===== src/rtl/controle_valvulas.sv =====
// Valve sequencer for the drip (vg) and sprinkler (va) valves sharing one pump:
// round-robin grant, minimum/maximum open time, fixed settling pause, forced close on alarm/disable.
module controle_valvulas #(
  parameter int MIN_ON = 8,
  parameter int MAX_ON = 64,
  parameter int PAUSE  = 16,
  parameter int CW     = 8
) (
  input  logic       clk,
  input  logic       rst_n,
  input  logic       en,
  input  logic       req_g,
  input  logic       req_a,
  input  logic       alin,
  output logic       vg,
  output logic       va,
  output logic       bomba,
  output logic       timeout,
  output logic [1:0] estado
);

  typedef enum logic [1:0] {
    ST_IDLE   = 2'b00,
    ST_OPEN_G = 2'b01,
    ST_OPEN_A = 2'b10,
    ST_PAUSE  = 2'b11
  } state_t;

  localparam logic [CW-1:0] MIN_LAST   = CW'(MIN_ON - 1);
  localparam logic [CW-1:0] MAX_LAST   = CW'(MAX_ON - 1);
  localparam logic [CW-1:0] PAUSE_LAST = CW'(PAUSE - 1);

  state_t        state, state_next;
  logic [CW-1:0] cnt;
  logic          prio, prio_next;
  logic          timeout_next;
  logic          granted_req;

  // Requests are level signals sampled only in IDLE; there is no acknowledge,
  // a requester sees its grant as its valve output going high one cycle later.
  always_ff @(posedge clk or negedge rst_n) begin
    if (!rst_n) begin
      state   <= ST_IDLE;
      cnt     <= '0;
      prio    <= 1'b0;
      timeout <= 1'b0;
    end else begin
      state   <= state_next;
      prio    <= prio_next;
      timeout <= timeout_next;
      if (state_next != state)
        cnt <= '0;
      else if (cnt != '1)
        cnt <= cnt + 1'b1;
    end
  end

  always_comb begin
    state_next   = state;
    prio_next    = prio;
    timeout_next = 1'b0;
    granted_req  = (state == ST_OPEN_G) ? req_g : req_a;
    case (state)
      ST_IDLE: begin
        if (en && !alin) begin
          // Drip wins when alone, or when both ask and it is drip's turn.
          if (req_g && (!req_a || !prio)) begin
            state_next = ST_OPEN_G;
            prio_next  = 1'b1;
          end else if (req_a) begin
            state_next = ST_OPEN_A;
            prio_next  = 1'b0;
          end
        end
      end
      ST_OPEN_G, ST_OPEN_A: begin
        if (!en || alin) begin
          state_next = ST_PAUSE;
        end else if (cnt == MAX_LAST) begin
          state_next   = ST_PAUSE;
          timeout_next = 1'b1;
        end else if (cnt >= MIN_LAST && !granted_req) begin
          state_next = ST_PAUSE;
        end
      end
      ST_PAUSE: begin
        if (cnt == PAUSE_LAST)
          state_next = ST_IDLE;
      end
      default: state_next = ST_IDLE;
    endcase
  end

  assign vg     = (state == ST_OPEN_G);
  assign va     = (state == ST_OPEN_A);
  assign bomba  = vg | va;
  assign estado = state;

endmodule


===== config.mk =====
export PLATFORM = sky130hd
export DESIGN_NAME = controle_valvulas
export DESIGN_NICKNAME = d
export VERILOG_FILES = /design/src/rtl/controle_valvulas.sv
export SDC_FILE = /design/constraint.sdc
export NUM_CORES = 1
export LEC_CHECK = 0
export CORE_ASPECT_RATIO = 0.9
export CORE_MARGIN = 10
export CORE_UTILIZATION = 30
export CTS_BUF_LIST = sky130_fd_sc_hd__clkbuf_16
export CTS_CLUSTER_DIAMETER = 30
export CTS_CLUSTER_SIZE = 12
export DETAILED_ROUTE_END_ITERATION = 7
export GPL_TIMING_DRIVEN = 0
export PLACE_DENSITY = 0.58
export SYNTH_ARGS = -nofsm -noshare
export SYNTH_HDL_FRONTEND = slang
export SYNTH_SLANG_ARGS = --single-unit

===== constraint.sdc =====
create_clock -name clk -period 2.3 [get_ports clk]
set_clock_uncertainty 0.05 [all_clocks]
set_input_delay 0.46 -clock clk [delete_from_list [all_inputs] [get_ports clk]]
set_output_delay 0.46 -clock clk [all_outputs]
set_load 0.005 [all_outputs]

[Word-level counts from Yosys, hierarchy flattened]
Cells that the tools add are included.
Operators by class
  add/subtract/negate cells: 1
  $lt $le $gt $ge: 1
  equality and inequality tests: 7
  mux-type cells: 16
  bitwise gates (word level): 1
  reduce and logical (&&, ||, !) cells: 15
Operators with widths (number)
  $mux 8: 2
  $mux 2: 7
  $add 8x1->8 const B: 1
  $eq 8x4->1 const B: 1
  $eq 8x6->1 const B: 1
  $ge 8x3->1 const B: 1
  $ne 8x8->1 const B: 1
  $mux 1: 6
  $pmux 2 s3: 1
  $logic_not 1->1: 5
  $eq 2x2->1 const B: 2
  $reduce_bool 2->1: 2
  $logic_and 1x1->1: 3
  $reduce_and 3->1: 1
  $eq 2x1->1 const B: 1
  $logic_not 2->1: 1
  $logic_or 1x1->1: 2
  $ne 2x2->1: 1
  $reduce_or 2->1: 1
  $or 1x1->1: 1
Word-level totals
  register bits after elaboration: 12
  bits of input ports: 6
  output and inout port bits: 6
  word-level logic and storage cells: 45

[Logic depth before layout (Yosys ltp)]
  depth after elaboration: 10
  mapped depth: 7
  depth with buffers taken out: 7

[Worst setup path before layout]
Ideal clock, no wire load.
  kind: register -> register
  start: register state[0], in the netlist estado[0]
  end: register cnt[6]
  library setup time: 0.163 ns
  data arrival time: 2.097 ns
  required time: 2.087 ns
  slack: -0.010 ns
  stages on the path, launching flop included: 8
  path buffers: 0
  period minus slack after synthesis: 2.310 ns
  cell sequence: dfrtp_1 -> inv_1 -> ha_1 -> nand4b_1 -> o22ai_2 -> nor2_1 -> a222oi_1 -> nor4_1
Between the ends
  cells in the longest elaborated chain, start to end: 10
  elaborated cells on any way between the ends: 19
  those cells by class: eq/ne (4); mux (10); reduce/logical (5)
RTL lines
  start: declaration: line 33  | state_t state, state_next;
  start signal: assignment: line 48  | state <= state_next;
  $eq 2x1->1: line 62, 63
  $mux 1: line 62  | granted_req = (state == ST_OPEN_G) ? req_g : req_a;
  $logic_not 1->1: line 82  | end else if (cnt >= MIN_LAST && !granted_req) begin
  $logic_and 1x1->1: line 82
  $mux 2: line 82
  $mux 2: line 79  | end else if (cnt == MAX_LAST) begin
  $mux 2: line 77  | if (!en || alin) begin
  $pmux 2 s3: line 63  | case (state)
  $ne 2x2->1 (*): line 51  | if (state_next != state)
  $mux 8 or $reduce_bool 2->1 (tied branches)
  end signal: assignment: line 54  | cnt <= cnt + 1'b1;
  end: declaration: line 34  | logic [CW-1:0] cnt;
Every way passes the cells marked *; elsewhere a longest branch is shown, timed or not.
A chain may end at the register's enable or synchronous reset.

[Worst setup path in the final report]
  start: register cnt[5]
  end: register cnt[6]
Between the ends
  cells in the longest elaborated chain, start to end: 8
  elaborated cells on any way between the ends: 15
  those cells by class: add/sub (1); order compare (1); eq/ne (4); mux (7); reduce/logical (2)
RTL lines (line)
  $ge 8x3->1: 82
  $logic_and 1x1->1: 82
  $mux 2: 82
  $mux 2: 79
  $mux 2: 77
  $pmux 2 s3: 63
  $ne 2x2->1: 51
  $mux 8 or $reduce_bool 2->1 (tied branches)
Parallel ways exist; a longest one is shown, timed or not. The select of a mux whose other input is x is not followed.

==> impl_metrics.yaml <==
critical_path:
  worstRegToRegCells: 7
  critPathKind: "reg2reg"
  crit_required_ps: 2390
  ff2ff_setup_slack_ps: 110
  biggest_fanout_along_the_worst_timing_path: 9
  r2r-end: "cnt[6]$_DFFE_PN0P_"
  crit_reg_reg_startpoint: "cnt[5]$_DFFE_PN0P_"
  cp.arrival_ps: 2280
  setup.worst_path.start_class: "flip-flop"
  critical_path.endpoint_type: "flip-flop"
sta:
  slew_headroom_pct: 65.1
  final_period_minus_worst_setup_slack_ps: 2190
  final.period_utilization_pct: 95.1
  setup_total_negative_slack_ps: 0
  tightestPinTransition_ps: 522
  final-hold-violation-count: 0
  fmax_mhz: 457
  rsz_0062_raised_after_global_routing: "false"
  timing.hold.ws_ps: 517
  final-setup-viol-count: 0
  drv_slew: 0
yosys:
  synth_enable_flop_cells: 0
  yosysWarnings: 0
  yosysSeqAreaShare_pct: 34.3
  synth.top_cell.area_share_pct: 34.3
  netlist_instances: 94
  dominantRegCellSynth: "dfrtp_1"
  mappedNetlistArea_um2: 876
  async_reset_ff_share_pct: 100
  post_synth_main_area_contributors: "dfrtp_1, ha_1, nor3_1, mux2i_1, and3_1"
  syn_area_per_cell_um2: 9.32
  yosys_register_bits: 12
  postSynthNetCount: 106
  synth.lib_cells_used.distinct: 41
  synth_largest_area_cell: "dfrtp_1"
power:
  post_route_total_power_w: 0.00137
  ir_worst_vdd_mv: 0.339
  power_per_cell_area_nw_per_um2: 1180
  p_leak_nw: 0.465
detailed_routing:
  residual_drc: 0
  wirelength_um: 1950
  drtIter0Drc: 37
  drt_first_pass_iters: 4
  routedWlPerCell_um: 13.0
  ant_nets: 0
  detailroute.via_count: 781
  viasPerCell: 5.21
floorplanning:
  die_area_um2: 5480
  i_o_pins: 12
  dieHeight_um: 71.3
  rows: 18
  die_width_um: 77.0
  initial_core_util_pct: 31.6
  core-area_um2: 2770
placement:
  placed_area_um2: 1040
  port_buffers: 11
  gpl_wtd_cong: 0.774
  hpwl_um: 1490
global_route:
  track_usage_pct: 7.29
  antenna_violations_before_repair: 0
  global_route_wire_length_before_repair_um: 3320
  grt_overflow_total: 0
  grt_max_degree: 13
  grt_pass1_vias: 718
finish:
  final_core_utilization_pct: 41.9
  diodes: 0
  final_net_count: 123
  area_growth_syn_to_layout_pct: 32.4
  nFillCells: 283
  final_area_um2: 1160
  drive_gt1_share_pct: 15.5
clock_network:
  clk_transition_reported_paths_ps: 40
  tritoncts_clock_tree: "built"
  tritoncts.num_buffers: 3
  cts_root_buffer: "clkbuf_16"
  clock-sinks: 12
  ctsHoldBuffers: 0
  clock_latency_ps: 240
  cts-root-to-sink-buffers: 2
  cts.htree.levels: 1
flow_run:
  maxCapViolCount: 0
outcome:
  result_of_the_run: "finished, final reports clean"
hold_path:
  hp-class: "in2async"
stage by stage:
| stage | std cells | setup slack (ps) |
|---|---|---|
| floorplan | 94 | 16.3 |
| global placement | 145 | -573 |
| detailed placement | 145 | -595 |
| CTS | 150 | 8.63 |
| global route | 150 | 21.4 |
| finish | 150 | 112 |
final cells by class:
class / count / area [µm²] / area share (%)
Inverter: 3 / 11.3 / 0.971
Sequential cell: 12 / 303 / 26.1
Buffer: 4 / 23.8 / 2.05
Clock buffer: 3 / 75.1 / 6.47
Clock inverter: 1 / 3.75 / 0.324
Tap cell: 40 / 50.0 / 4.32
Timing Repair Buffer: 12 / 118 / 10.1
Multi-Input combinational cell: 75 / 576 / 49.6
synthesized netlist by cell type (all sizes together), types with 2 or more instances:
library cell and count:
a2111oi 2, a21oi 3, a31oi 2, and3 4, buf 2, clkbuf 2
dfrtp 12, ha 6, inv 3, mux2i 3, nand2 5, nand2b 3
nand3 6, nor2 5, nor2b 2, nor3 7, nor3b 2, o21ai 5
o31a 2
registers in the layout, summed over array words and instances, names as in the netlist:
signal	count
timeout	1
prio	1
cnt	8
estado	2
cell families after synthesis:
family	count (synthesis)	synth area share, %
AOI/OAI and AO/OA	23	20.0
xor gates and xnor gates	1	1.00
adders and majority gates	6	8.57
buffers and inverters	7	4.00
DFF	12	34.3
muxes	3	3.43
and+or+nand+nor	42	28.7
worst max-delay path, cell delays in order (launching register included):
cell	delay, ps
dfrtp_1	360
buf_6	130
or4_4	540
o31a_1	300
o21ai_1	140
a222oi_1	100
buf_4	210
nor4_1	260
power by group:
| group | total [W] | switching, W | leakage [nW] | internal [W] |
|---|---|---|---|---|
| combinational | 0.000726 | 0.000377 | 0.270 | 0.000349 |
| sequential | 0.000332 | 0.0000687 | 0.157 | 0.000264 |
| clock | 0.000315 | 0.0000867 | 0.0385 | 0.000228 |
| total | 0.00137 | 0.000532 | 0.465 | 0.000841 |
how the worst max path moves through the flow:
stage | end | startpoint | slack (ps) | cells past startpoint
4_1_cts | cnt[2]$_DFFE_PN0P_ | cnt[5]$_DFFE_PN0P_ | 9 | 6
2_1_floorplan | cnt[6]$_DFFE_PN0P_ | estado[0]$_DFF_PN0_ | 20 | 7
6_report | cnt[6]$_DFFE_PN0P_ | cnt[5]$_DFFE_PN0P_ | 110 | 7
5_1_grt | cnt[4]$_DFFE_PN0P_ | cnt[5]$_DFFE_PN0P_ | 20 | 6
3_5_place_dp | cnt[3]$_DFFE_PN0P_ | en | -590 | 6
3_3_place_gp | cnt[6]$_DFFE_PN0P_ | req_g | -570 | 6
per-layer routing:
layer | vias up | wire, µm | track usage, %
li1 | 396 | - | -
met1 | 375 | 894 | 8.30
met2 | 6 | 973 | 12.1
met3 | 4 | 46 | 2.37
met4 | 0 | 35 | 3.71
met5 | - | 0 | 0
cells in the final DEF, fill, tap and decap left out, types with 3 or more instances in the layout:
| master | n |
|---|---|
| mux2i_1 | 3 |
| a21oi_1 | 3 |
| dfrtp_1 | 10 |
| clkbuf_16 | 3 |
| and3_1 | 4 |
| clkdlybuf4s50_1 | 11 |
| nand2_1 | 5 |
| nand3_1 | 5 |
| nor2_1 | 5 |
| nor3_1 | 7 |
| o21ai_0 | 3 |
| ha_1 | 5 |
| nand2b_1 | 3 |
what timing repair did:
action                                  4_1_cts  5_1_grt
endpoints found under the setup margin        9        3
cloned                                        0        0
pin swaps                                     1        1
resized for setup                             3        6
buffers inserted                              1        0
Note: power is estimated with default switching activity, not from simulation.
